[src/rtl/msrv32_pkg.sv]
// Shared definitions for the msrv32 fetch stage: FSM and redirect-source encodings,
// reset/fill constants and target-alignment helpers.
package msrv32_pkg;

  localparam logic [31:0] BOOT_ADDRESS_DEF = 32'h0000_0000;
  localparam logic [31:0] NOP_INSTR_DEF    = 32'h0000_0013;
  localparam logic [31:0] FETCH_STRIDE     = 32'd4;

  typedef enum logic [2:0] {
    ST_IDLE = 3'd0,
    ST_REQ  = 3'd1,
    ST_WAIT = 3'd2,
    ST_HOLD = 3'd3,
    ST_DROP = 3'd4
  } fetch_state_e;

  typedef enum logic [1:0] {
    RD_NONE   = 2'd0,
    RD_BRANCH = 2'd1,
    RD_MRET   = 2'd2,
    RD_TRAP   = 2'd3
  } redir_src_e;

  // Trap beats mret beats branch when several pulses land in the same cycle.
  function automatic redir_src_e redir_select(input logic trap,
                                              input logic mret,
                                              input logic branch);
    redir_src_e src;
    src = RD_NONE;
    if (trap) begin
      src = RD_TRAP;
    end else if (mret) begin
      src = RD_MRET;
    end else if (branch) begin
      src = RD_BRANCH;
    end
    return src;
  endfunction

  // Bit0 is always dropped (JALR rule); bit1 survives only when the caller checks it.
  function automatic logic [31:0] align_target(input logic [31:0] addr,
                                               input logic        keep_bit1);
    logic [31:0] res;
    res = {addr[31:1], 1'b0};
    if (!keep_bit1) begin
      res[1] = 1'b0;
    end
    return res;
  endfunction

endpackage

[src/rtl/msrv32_fetch_unit_if.sv]
// Instruction-memory and decode-slot handshakes of the fetch stage.
// MSRV32_MISALIGN_CHK_EN adds the misaligned_instr_out fault flag.
interface msrv32_fetch_unit_if;

  logic        imem_req_valid_out;
  logic        imem_req_ready_in;
  logic [31:0] imem_addr_out;
  logic        imem_rsp_valid_in;
  logic [31:0] imem_rsp_data_in;
  logic        instr_valid_out;
  logic        instr_ready_in;
  logic [31:0] instr_out;
  logic [31:0] pc_out;
`ifdef MSRV32_MISALIGN_CHK_EN
  logic        misaligned_instr_out;

  modport master (
    output imem_req_valid_out, imem_addr_out,
    input  imem_req_ready_in, imem_rsp_valid_in, imem_rsp_data_in,
    output instr_valid_out, instr_out, pc_out, misaligned_instr_out,
    input  instr_ready_in
  );

  modport slave (
    input  imem_req_valid_out, imem_addr_out,
    output imem_req_ready_in, imem_rsp_valid_in, imem_rsp_data_in,
    input  instr_valid_out, instr_out, pc_out, misaligned_instr_out,
    output instr_ready_in
  );
`else
  modport master (
    output imem_req_valid_out, imem_addr_out,
    input  imem_req_ready_in, imem_rsp_valid_in, imem_rsp_data_in,
    output instr_valid_out, instr_out, pc_out,
    input  instr_ready_in
  );

  modport slave (
    input  imem_req_valid_out, imem_addr_out,
    output imem_req_ready_in, imem_rsp_valid_in, imem_rsp_data_in,
    input  instr_valid_out, instr_out, pc_out,
    output instr_ready_in
  );
`endif

endinterface

[src/rtl/msrv32_fetch_slot.sv]
// One-entry decode output register: load beats clear, clear beats drain, otherwise hold.
// MSRV32_MISALIGN_CHK_EN adds a fault flag carried alongside the entry.
module msrv32_fetch_slot
  import msrv32_pkg::*;
#(
  parameter logic [31:0] NOP_INSTR = NOP_INSTR_DEF
) (
  input  logic        clk_in,
  input  logic        rst_n_in,
  input  logic        load_in,
  input  logic        clear_in,
  input  logic [31:0] load_pc_in,
  input  logic [31:0] load_instr_in,
`ifdef MSRV32_MISALIGN_CHK_EN
  input  logic        load_misal_in,
  output logic        misal_out,
`endif
  input  logic        ready_in,
  output logic        valid_out,
  output logic [31:0] pc_out,
  output logic [31:0] instr_out
);

  logic        valid_q, valid_d;
  logic [31:0] pc_q, pc_d;
  logic [31:0] instr_q, instr_d;
`ifdef MSRV32_MISALIGN_CHK_EN
  logic        misal_q, misal_d;
`endif

  always_comb begin
    valid_d = valid_q;
    pc_d    = pc_q;
    instr_d = instr_q;
`ifdef MSRV32_MISALIGN_CHK_EN
    misal_d = misal_q;
`endif
    if (load_in) begin
      valid_d = 1'b1;
      pc_d    = load_pc_in;
      instr_d = load_instr_in;
`ifdef MSRV32_MISALIGN_CHK_EN
      misal_d = load_misal_in;
`endif
    end else if (clear_in || (valid_q && ready_in)) begin
      valid_d = 1'b0;
    end
  end

  always_ff @(posedge clk_in) begin
    if (!rst_n_in) begin
      valid_q <= 1'b0;
      pc_q    <= 32'h0000_0000;
      instr_q <= NOP_INSTR;
`ifdef MSRV32_MISALIGN_CHK_EN
      misal_q <= 1'b0;
`endif
    end else begin
      valid_q <= valid_d;
      pc_q    <= pc_d;
      instr_q <= instr_d;
`ifdef MSRV32_MISALIGN_CHK_EN
      misal_q <= misal_d;
`endif
    end
  end

  assign valid_out = valid_q;
  assign pc_out    = pc_q;
  assign instr_out = instr_q;
`ifdef MSRV32_MISALIGN_CHK_EN
  assign misal_out = valid_q & misal_q;
`endif

endmodule

[src/rtl/msrv32_fetch_unit.sv]
// RV32 fetch stage: PC, single-outstanding imem request FSM, redirect squashing, decode slot.
// MSRV32_MISALIGN_CHK_EN turns bit1-set targets into a fault slot instead of a fetch.
module msrv32_fetch_unit
  import msrv32_pkg::*;
#(
  parameter logic [31:0] BOOT_ADDRESS = BOOT_ADDRESS_DEF,
  parameter logic [31:0] NOP_INSTR    = NOP_INSTR_DEF
) (
  input  logic                 clk_in,
  input  logic                 rst_n_in,
  input  logic                 branch_taken_in,
  input  logic [31:0]          target_addr_in,
  input  logic                 trap_taken_in,
  input  logic [31:0]          trap_addr_in,
  input  logic                 mret_in,
  input  logic [31:0]          epc_in,
  msrv32_fetch_unit_if.master  bus
);

  fetch_state_e state_q, state_d;
  logic [31:0]  pc_q, pc_d;
  logic [31:0]  addr_q, addr_d;
  logic         squash_q, squash_d;

  redir_src_e   rsrc;
  logic         redirect;
  logic [31:0]  raw_tgt;
  logic [31:0]  tgt;
  logic         accept;
  logic         rsp;
  logic         slot_drain;
  logic         slot_load;
  logic         slot_clear;
  logic [31:0]  load_pc;
  logic [31:0]  load_instr;
`ifdef MSRV32_MISALIGN_CHK_EN
  logic         tgt_misal;
  logic         load_misal;
  logic         fault_q, fault_d;
`endif

  always_comb begin
    rsrc     = redir_select(trap_taken_in, mret_in, branch_taken_in);
    redirect = (rsrc != RD_NONE);
    case (rsrc)
      RD_TRAP: raw_tgt = trap_addr_in;
      RD_MRET: raw_tgt = epc_in;
      default: raw_tgt = target_addr_in;
    endcase
`ifdef MSRV32_MISALIGN_CHK_EN
    tgt       = align_target(raw_tgt, 1'b1);
    tgt_misal = redirect & tgt[1];
`else
    tgt       = align_target(raw_tgt, 1'b0);
`endif
  end

  assign bus.imem_req_valid_out = (state_q == ST_REQ);
  assign bus.imem_addr_out      = addr_q;
  assign accept     = bus.imem_req_valid_out & bus.imem_req_ready_in;
  assign rsp        = bus.imem_rsp_valid_in;
  assign slot_drain = bus.instr_valid_out & bus.instr_ready_in;

  always_comb begin
    state_d    = state_q;
    pc_d       = pc_q;
    addr_d     = addr_q;
    squash_d   = squash_q;
    slot_load  = 1'b0;
    slot_clear = 1'b0;
    load_pc    = addr_q;
    load_instr = bus.imem_rsp_data_in;
`ifdef MSRV32_MISALIGN_CHK_EN
    load_misal = 1'b0;
    fault_d    = fault_q;
`endif

    if (redirect) begin
      pc_d       = tgt;
      slot_clear = 1'b1;
    end

    case (state_q)
      ST_IDLE: state_d = ST_REQ;
      ST_REQ: begin
        // The handshake already on the bus must complete; a pending squash turns it into a DROP.
        if (accept) begin
          state_d  = (squash_q || redirect) ? ST_DROP : ST_WAIT;
          squash_d = 1'b0;
        end else if (redirect) begin
          squash_d = 1'b1;
        end
      end
      ST_WAIT: begin
        if (redirect) begin
          state_d = rsp ? ST_REQ : ST_DROP;
        end else if (rsp) begin
          // The slot is full next cycle, so the next request waits for it to drain in HOLD.
          slot_load = 1'b1;
          pc_d      = pc_q + FETCH_STRIDE;
          state_d   = ST_HOLD;
        end
      end
      ST_HOLD: begin
        if (redirect || slot_drain) begin
          state_d = ST_REQ;
        end
      end
      ST_DROP: begin
        if (rsp) begin
          state_d = ST_REQ;
        end
      end
      default: state_d = ST_IDLE;
    endcase

`ifdef MSRV32_MISALIGN_CHK_EN
    if (tgt_misal) begin
      slot_load  = 1'b1;
      load_pc    = tgt;
      load_instr = NOP_INSTR;
      load_misal = 1'b1;
      fault_d    = 1'b1;
    end else if (rsrc == RD_TRAP) begin
      fault_d = 1'b0;
    end
    // While parked on a fault, every would-be fresh fetch stays in HOLD until a trap arrives.
    if (fault_d && (state_d == ST_REQ) && (state_q != ST_REQ)) begin
      state_d = ST_HOLD;
    end
`endif

    if ((state_d == ST_REQ) && (state_q != ST_REQ)) begin
      addr_d = pc_d;
    end
  end

  always_ff @(posedge clk_in) begin
    if (!rst_n_in) begin
      state_q  <= ST_IDLE;
      pc_q     <= BOOT_ADDRESS;
      addr_q   <= BOOT_ADDRESS;
      squash_q <= 1'b0;
`ifdef MSRV32_MISALIGN_CHK_EN
      fault_q  <= 1'b0;
`endif
    end else begin
      state_q  <= state_d;
      pc_q     <= pc_d;
      addr_q   <= addr_d;
      squash_q <= squash_d;
`ifdef MSRV32_MISALIGN_CHK_EN
      fault_q  <= fault_d;
`endif
    end
  end

  msrv32_fetch_slot #(
    .NOP_INSTR (NOP_INSTR)
  ) u_slot (
    .clk_in        (clk_in),
    .rst_n_in      (rst_n_in),
    .load_in       (slot_load),
    .clear_in      (slot_clear),
    .load_pc_in    (load_pc),
    .load_instr_in (load_instr),
`ifdef MSRV32_MISALIGN_CHK_EN
    .load_misal_in (load_misal),
    .misal_out     (bus.misaligned_instr_out),
`endif
    .ready_in      (bus.instr_ready_in),
    .valid_out     (bus.instr_valid_out),
    .pc_out        (bus.pc_out),
    .instr_out     (bus.instr_out)
  );

endmodule

[src/flat_wrapper.sv]
// flat-port wrapper written by rule: the top's interface ports become plain ports
module msrv32_fetch_unit_flat import msrv32_pkg::*;
#(
  parameter logic [31:0] BOOT_ADDRESS = BOOT_ADDRESS_DEF,
  parameter logic [31:0] NOP_INSTR    = NOP_INSTR_DEF
)
  (clk_in, rst_n_in, branch_taken_in, target_addr_in, trap_taken_in, trap_addr_in, mret_in, epc_in, bus_imem_req_valid_out, bus_imem_addr_out, bus_imem_req_ready_in, bus_imem_rsp_valid_in, bus_imem_rsp_data_in, bus_instr_valid_out, bus_instr_out, bus_pc_out, bus_instr_ready_in);
  msrv32_fetch_unit_if bus_i ();
  input  logic clk_in;
  input  logic rst_n_in;
  input  logic branch_taken_in;
  input  logic [31:0] target_addr_in;
  input  logic trap_taken_in;
  input  logic [31:0] trap_addr_in;
  input  logic mret_in;
  input  logic [31:0] epc_in;
  output wire logic [$bits(bus_i.imem_req_valid_out)-1:0] bus_imem_req_valid_out;
  output wire logic [$bits(bus_i.imem_addr_out)-1:0] bus_imem_addr_out;
  input wire logic [$bits(bus_i.imem_req_ready_in)-1:0] bus_imem_req_ready_in;
  input wire logic [$bits(bus_i.imem_rsp_valid_in)-1:0] bus_imem_rsp_valid_in;
  input wire logic [$bits(bus_i.imem_rsp_data_in)-1:0] bus_imem_rsp_data_in;
  output wire logic [$bits(bus_i.instr_valid_out)-1:0] bus_instr_valid_out;
  output wire logic [$bits(bus_i.instr_out)-1:0] bus_instr_out;
  output wire logic [$bits(bus_i.pc_out)-1:0] bus_pc_out;
  input wire logic [$bits(bus_i.instr_ready_in)-1:0] bus_instr_ready_in;
  assign bus_imem_req_valid_out = bus_i.imem_req_valid_out;
  assign bus_imem_addr_out = bus_i.imem_addr_out;
  assign bus_i.imem_req_ready_in = bus_imem_req_ready_in;
  assign bus_i.imem_rsp_valid_in = bus_imem_rsp_valid_in;
  assign bus_i.imem_rsp_data_in = bus_imem_rsp_data_in;
  assign bus_instr_valid_out = bus_i.instr_valid_out;
  assign bus_instr_out = bus_i.instr_out;
  assign bus_pc_out = bus_i.pc_out;
  assign bus_i.instr_ready_in = bus_instr_ready_in;
  msrv32_fetch_unit #(.BOOT_ADDRESS(BOOT_ADDRESS), .NOP_INSTR(NOP_INSTR)) u_core (.clk_in(clk_in), .rst_n_in(rst_n_in), .branch_taken_in(branch_taken_in), .target_addr_in(target_addr_in), .trap_taken_in(trap_taken_in), .trap_addr_in(trap_addr_in), .mret_in(mret_in), .epc_in(epc_in), .bus(bus_i));
endmodule
[config.mk]
export PLATFORM = sky130hd
export DESIGN_NAME = msrv32_fetch_unit_flat
export DESIGN_NICKNAME = d
export VERILOG_FILES = /design/src/rtl/msrv32_pkg.sv /design/src/rtl/msrv32_fetch_unit_if.sv /design/src/rtl/msrv32_fetch_slot.sv /design/src/rtl/msrv32_fetch_unit.sv /design/src/flat_wrapper.sv
export SDC_FILE = /design/constraint.sdc
export NUM_CORES = 1
export LEC_CHECK = 0
export CAP_MARGIN = 20
export CORE_UTILIZATION = 48
export DETAILED_ROUTE_END_ITERATION = 10
export PLACE_DENSITY = 0.86
export SYNTH_ARGS = -nofsm -noshare
export SYNTH_HDL_FRONTEND = slang
export SYNTH_SLANG_ARGS = --single-unit
[constraint.sdc]
create_clock -name clk_in -period 3.5 [get_ports clk_in]
set_input_delay 0.7 -clock clk_in [delete_from_list [all_inputs] [get_ports clk_in]]
set_output_delay 0.7 -clock clk_in [all_outputs]
set_load 0.05 [all_outputs]
---- Yosys cells after proc, flatten, opt, wreduce, memory -nomap -nowiden ----
Cells that the tools add are included.
word-level totals
  input port bits ......................... 136
  register bits after elaboration ......... 133
operators by class
  bitwise operators ....................... 2
  reduce and logical (&&, ||, !) cells .... 10
  eq/ne operators ......................... 8
  $add $sub $neg .......................... 1
  multiplexer cells ....................... 24
operator list
  operator                                                                  count
  32-bit 2-to-1 mux                                                         4
  32-bit one-hot mux with 2 select lines                                    1
  32-bit by 3-bit adder with 32-bit output (second input constant)          1
  3-bit 2-to-1 mux                                                          7
  3-bit one-hot mux with 5 select lines                                     1
  1-bit 2-to-1 mux                                                          9
  3-bit by 1-bit equality test with 1-bit output (second input constant)    2
  3-bit by 2-bit equality test with 1-bit output (second input constant)    2
  2-bit nonzero test                                                        3
  2-bit equality test (second input constant)                               2
  2-bit 2-to-1 mux                                                          2
  3-bit equality test (second input constant)                               1
  3-bit zero test                                                           1
  1-bit logical OR                                                          3
  3-bit by 1-bit inequality test with 1-bit output (second input constant)  1
  1-bit AND                                                                 2
  1-bit logical AND                                                         2
  2-bit AND reduction                                                       1

---- Longest topological paths before layout ----
Gate-level depths: netlist of run 1.
  depth after elaboration ................. 10
  depth in mapped cells ................... 7
  mapped depth without buffers ............ 6

---- Hierarchy ----
A second synthesis of run 1 with hierarchy kept.
second synthesis, totals
  cell total of the unflattened synthesis .. 686
  area, all modules ....................... 6,242.2 um^2
by module, submodules not included
  module             cells an instance  times used  sequential area each (um^2)  area each (um^2)
  msrv32_fetch_unit  477                1           1,361.3                      3,792.4
  msrv32_fetch_slot  209                1           1,301.2                      2,449.8

---- Worst setup path before layout of run 1 ----
OpenSTA, ideal clock, no wires.
  path kind ............................... register to output
  start ................................... register u_core.state_q[0]
  end ..................................... output port bus_imem_req_valid_out
  arrival time ............................ 1.363 ns
  path buffers ............................ 1
  stages on the path, launching flop included .. 4
  slack ................................... 1.437 ns
  cells stage by stage .................... dfxtp_1 > buf_6 > nor2b_1 > nor2b_1
on the way
  longest elaborated chain between the ends .. 1
RTL lines
  item                                            line                      text
  start: declaration                              msrv32_fetch_unit.sv:20   fetch_state_e state_q, state_d;
  start signal: assignment                        msrv32_fetch_unit.sv:148  state_q <= state_d;
  3-bit by 1-bit equality test with 1-bit output  msrv32_fetch_unit.sv:58   assign bus.imem_req_valid_out = (state_q == ST_REQ);
  end: declaration                                flat_wrapper.sv:17        output wire logic [$bits(bus_i.imem_req_valid_out)-1:0] bus_imem_req_valid_out;
Every way passes these cells.

---- Worst setup path after layout of run 1 ----
Ends and elaborated chain as after synthesis.

==> results of run 1 <==
flip-flops by register name (all words and copies together), names as in the netlist:
name and cells:
u_core.u_slot.instr_out 32, u_core.state_q 3, u_core.u_slot.valid_out 1, u_core.bus.imem_addr_out 32, u_core.squash_q 1, u_core.u_slot.pc_out 32
u_core.pc_q 32
worst paths after layout:
path,end,slack (ns),cells after the start,from
worst max register to register,u_core.u_slot.instr_out[6],1.24,6,u_core.state_q[2]
worst min-delay path,u_core.u_slot.pc_out[24],0.45,2,u_core.u_slot.pc_out[24]
worst min register to register,u_core.u_slot.pc_out[24],0.45,2,u_core.u_slot.pc_out[24]
worst max-delay path,bus_imem_req_valid_out,0.57,3,u_core.state_q[0]
kinds of logic after synthesis:
kind of cell               share of synthesized area
xor gates and xnor gates                      0.0169
muxes                                         0.0257
buffers and inverters                         0.0543
DFF                                            0.428
and+or+nand+nor                                0.264
AOI/OAI and AO/OA                              0.210
adders and majority gates                    0.00201
report_power, final:
group          total, mW  internal (mW)  switching (mW)  leakage (nW)
Combinational      0.653          0.300           0.353          1.87
Clock               1.77           1.16           0.615         0.285
Sequential          1.67           1.58          0.0825          1.09
worst min-delay path, delay by kind of cell, from the launching register on:
| family | cells | cell delay [ns] |
|---|---|---|
| flops | 1 | 0.30 |
| simple gates | 1 | 0.05 |
| compound gates | 1 | 0.05 |
layout make-up:
cell class,instances,area share
timing repair buffer,242,0.263
tap,172,0.0236
clock inverter,5,0.0110
clock buffer,23,0.0523
multi-input combinational,568,0.355
sequential,133,0.292
inverter,9,0.00370
cell usage after synthesis, types with 6 or more instances:
library cell	count	share of area
o221ai_1	8	0.011
or4_1	6	0.0072
mux2i_1	16	0.026
buf_2	13	0.010
nor4_1	10	0.010
a31oi_1	6	0.0060
nor3_1	8	0.0064
o211ai_1	11	0.013
xnor2_1	6	0.0084
nand2_1	187	0.11
and3_1	11	0.011
dfxtp_1	133	0.43
clkbuf_1	28	0.017
nor2_1	32	0.019
o31a_1	6	0.0084
nand2b_1	12	0.012
xor2_1	6	0.0084
inv_1	9	0.0054
o21ai_0	28	0.023
o22ai_1	19	0.019
nand3_1	19	0.015
nand4_1	15	0.015
a21oi_1	80	0.064
routing by layer:
layer / GRT usage / up-vias / share of wire
met3: 0.0696 / 49 / 0.070
met4: 0.172 / 0 / 0.040
li1: - / 3142 / -
met5: 0 / - / 0
met2: 0.499 / 264 / 0.50
met1: 0.337 / 3042 / 0.39
metrics by stage:
stage	utilization	setup WS (ns)	total power, mW	std cells
detailed placement	0.678	0.490	2.34	1124
global route	0.724	0.480	4.21	1152
finish	0.724	0.574	4.09	1152
floorplan	-	1.44	2.04	768
CTS	0.724	0.558	4.10	1152
global placement	0.678	0.608	2.33	1124
==> impl_metrics.ini, run 1 <==
[sta]
finalCritPeriodShare = 0.836
finalClockSkew_ns = 0.00872
finalSetupTns_ns = 0
period_minus_slack_ns = 2.93
hold_slack_ns = 0.450
rsz0062_at_grt = false
hold_violations = 0
setup_viol = 0
slew_violations = 0
fmax_ghz = 0.342
worstMarginPinSlew_ns = 0.700
max_slew_margin = 0.529

[synth]
yosys_warnings = 0
async_reset_ff_frac = 0
ys_ff_latch = 133
synth_edf_count = 0
syn-num-nets = 905
seq_area_frac_synth = 0.428
avgSynthCellArea_um2 = 8.10
synth_cell_types = 69
syn-cell-area_um2 = 6220
synth_top_flop_cell = dfxtp_1
netlist_instances = 768

[final_layout]
area_delta_synth_final_pct = 46.8
seq_area_um2 = 2660
most-common-layout-cells = 226 x clkdlybuf4s50_1, 186 x nand2_1, 133 x dfxtp_1
multiInputGateArea_um2 = 3240
drive_above_1_share = 0.0663
fin_area_um2 = 9130
fillCellCount = 1004
layout_commonest_cell = clkdlybuf4s50_1
nets = 1108
insertedDiodeCount = 0

[routing]
wirelength_um = 19700
drtAntennaViolNets = 0
vias = 6497
drc = 0
drt_iter0_markers = 539
post_drt_via_cell_ratio = 5.64
routedWlPerCell_um = 17.1
drt_first_pass_iters = 5

[place]
io_buffer_count = 227
place.gp.congestion = 0.936
postPlaceCellArea_um2 = 8550
hpwl_um = 14100

[critical_path]
slowest_stage = clkdlybuf4s50_1
critical-path-top-delay-family = buffers and inverters
max_stage_delay_ns = 0.85
cp_common_cell = nor2b_1
required_ns = 2.80
critPathLaunchType = flip-flop
crit_path_max_fanout = 11
cp.arrival_ns = 2.23
crit_chain = nor2b_1, nor2b_1, clkdlybuf4s50_1
crit_path_end_kind = primary output
worst-setup-path-type = flip-flop to primary output
path_buf_inv = 1

[floorplan]
die_area_um2 = 13400
die_w_um = 116
core_um2 = 12600
io-pin-count = 234
rows = 41
start_util = 0.493
die_h_um = 116

[clock_tree]
worst_skew_pair.late_latency_ns = 0.42
cts_buffer_depth = 2
cts_num_sinks = 133
numCtsBuffers = 17
cts-root-buf = clkbuf_16
hold_buffers = 0
h-tree-depth = 4
post_cts_buffers = 0
cts_tree = yes
cts_resized = 0
path_clk_slew_ns = 0.05

[run]
cap_violations = 0

[global_routing]
antenna_found_initial = 0
grt_max_degree = 58
grt_usage = 0.294
grt_pass1_wl_um = 30000
grt_pass1_vias = 5969
overflow = 0

[run_status]
status = completed

[power]
ir_drop_uv = 346
p_per_area_nw_per_um2 = 448
p_leak_nw = 3.24

[hold_path]
hold_path.class = flip-flop to flip-flop
No activity file was read; power rests on OpenSTA's default activity.
==> inputs of run 2 (changes only) <==
CORE_UTILIZATION = 40   (was 48)
PLACE_DENSITY = 0.77   (was 0.86)
clock period = 2.55 ns   (was 3.5 ns; I/O delays follow)
==> run 2 against run 1 <==
Net effect: global-route usage is 4.6 points lower; via count shrank 0.63%; non-clock buffer count grew 16; routed wire length increased by 0.37%; total power rose by 40%; utilization shrank 11 points; clock skew about the same; largest power group unchanged.
==> impl_metrics.ini, run 2 (synthesis gave the netlist of run 1 again) <==
[run_status]
status = completed

[global_routing]
overflow = 0
antenna_found_initial = 0
grt_max_degree = 66
grt_usage = 0.248
grt_pass1_wl_um = 31100
grt_pass1_vias = 6084

[power]
p_leak_nw = 3.35
p_per_area_nw_per_um2 = 614
ir_drop_uv = 463

[critical_path]
crit_path_end_kind = primary output
worst_r2r_path_depth = 5
crit_path_max_fanout = 3
reg2reg_from = u_core.pc_q[4]
required_ns = 2.04
reg2reg_to = u_core.bus.imem_addr_out[30]
worst-setup-path-type = flip-flop to primary output
cp.arrival_ns = 1.70
slowest_stage = clkdlybuf4s50_1
max_stage_delay_ns = 0.87
crit_chain = clkdlybuf4s50_1
r2r_slack_ns = 0.34
path_buf_inv = 1
critPathLaunchType = flip-flop
critical-path-top-delay-family = buffers and inverters

[hold_path]
hold_path.class = flip-flop to flip-flop
hold_depth = 2
hold_path_end = u_core.u_slot.pc_out[3]
worstHoldStart = u_core.u_slot.pc_out[3]

[place]
io_buffer_count = 227
placedCellCount = 1156
place.gp.congestion = 0.921
place_ws_ns = 0.0709
hpwl_um = 14500

[floorplan]
core_um2 = 15200
die_area_um2 = 16100
die_h_um = 127
die_w_um = 127
io-pin-count = 234
start_util = 0.409
rows = 45

[clock_tree]
post_cts_buffers = 0
cts-root-buf = clkbuf_16
cts_buffer_depth = 2
worst_skew_pair.late_latency_ns = 0.42
hold_buffers = 0
cts_tree = yes
cts_resized = 0
path_clk_slew_ns = 0.06
cts_num_sinks = 133
h-tree-depth = 4
numCtsBuffers = 17

[sta]
finalCritPeriodShare = 0.868
finalWorstSetupSlack_ns = 0.336
finalSetupTns_ns = 0
slew_violations = 0
setup_viol = 0
fmax_ghz = 0.452
max_slew_margin = 0.558
hold_violations = 0
period_minus_slack_ns = 2.21
worstMarginPinSlew_ns = 0.657
finalClockSkew_ns = 0.00826
rsz0062_at_grt = false

[final_layout]
final_cell_count_no_fill = 1188
nets = 1124
layout_commonest_cell = clkdlybuf4s50_1
utilization = 0.615
drive_above_1_share = 0.0890
fillCellCount = 1368
most-common-layout-cells = 225 x clkdlybuf4s50_1, 186 x nand2_1, 133 x dfxtp_1
insertedDiodeCount = 0
area_delta_synth_final_pct = 50.2

[run]
cap_violations = 0

[routing]
routedWlPerCell_um = 16.7
post_drt_via_cell_ratio = 5.43
drt_first_pass_iters = 5
drc = 0
vias = 6456
drt_iter0_markers = 404
drtAntennaViolNets = 0
wirelength_um = 19800
==> run 2: cell types whose count changed in the layout (fill, tap and decap cells not counted) <==
cell / previous run / this run
buf_4: 13 / 27
buf_12: 2 / 5
clkbuf_1: 3 / 0
clkinv_4: 0 / 3
clkinvlp_4: 0 / 3
inv_6: 0 / 3
clkbuf_8: 3 / 1
clkdlybuf4s50_1: 226 / 225
==> run 2: how the worst max path moves through the flow <==
stage                                      start                      endpoint  slack (ns)  cells after the start
floorplan                         u_core.pc_q[2]  u_core.bus.imem_addr_out[18]        0.67                      7
finish              u_core.bus.imem_addr_out[18]         bus_imem_addr_out[18]        0.34                      1
global route                      u_core.pc_q[4]  u_core.bus.imem_addr_out[30]        0.24                      5
global placement           bus_imem_rsp_valid_in  u_core.bus.imem_addr_out[24]        0.11                      6
CTS                 u_core.bus.imem_addr_out[18]         bus_imem_addr_out[18]        0.32                      1
detailed placement         bus_imem_rsp_valid_in  u_core.bus.imem_addr_out[24]        0.07                      6
==> run 2: power by group <==
part | switching, mW | total, mW | internal [mW]
Combinational | 0.487 | 0.916 | 0.430
Clock | 0.968 | 2.54 | 1.57
Sequential | 0.109 | 2.28 | 2.17
==> run 2: cell type report <==
class	count	area (um^2)	area share
multi-input combinational	568	3240	0.347
sequential	133	2660	0.285
timing repair buffer	258	2560	0.274
clock buffer	18	439	0.0470
tap	188	235	0.0252
clock inverter	14	175	0.0187
inverter	9	33.8	0.00362
==> run 2: per-layer routing <==
layer	wire length (um)	share of wire	global-route usage	up-vias
li1	-	-	-	3169
met2	9630	0.49	0.420	214
met5	0	0	0	-
met3	1280	0.065	0.0633	35
met1	8410	0.42	0.304	3038
met4	486	0.025	0.0945	0
==> run 2: metrics by stage <==
| step | total power [mW] | cell area [um^2] | hold slack [ns] |
|---|---|---|---|
| after floorplan | 2.80 | 6220 | 0.443 |
| after global placement | 3.23 | 8730 | 0.441 |
| after detailed placement | 3.24 | 8730 | 0.446 |
| after CTS | 5.77 | 9340 | 0.454 |
| after global routing | 5.94 | 9340 | 0.470 |
| final | 5.74 | 9340 | 0.452 |
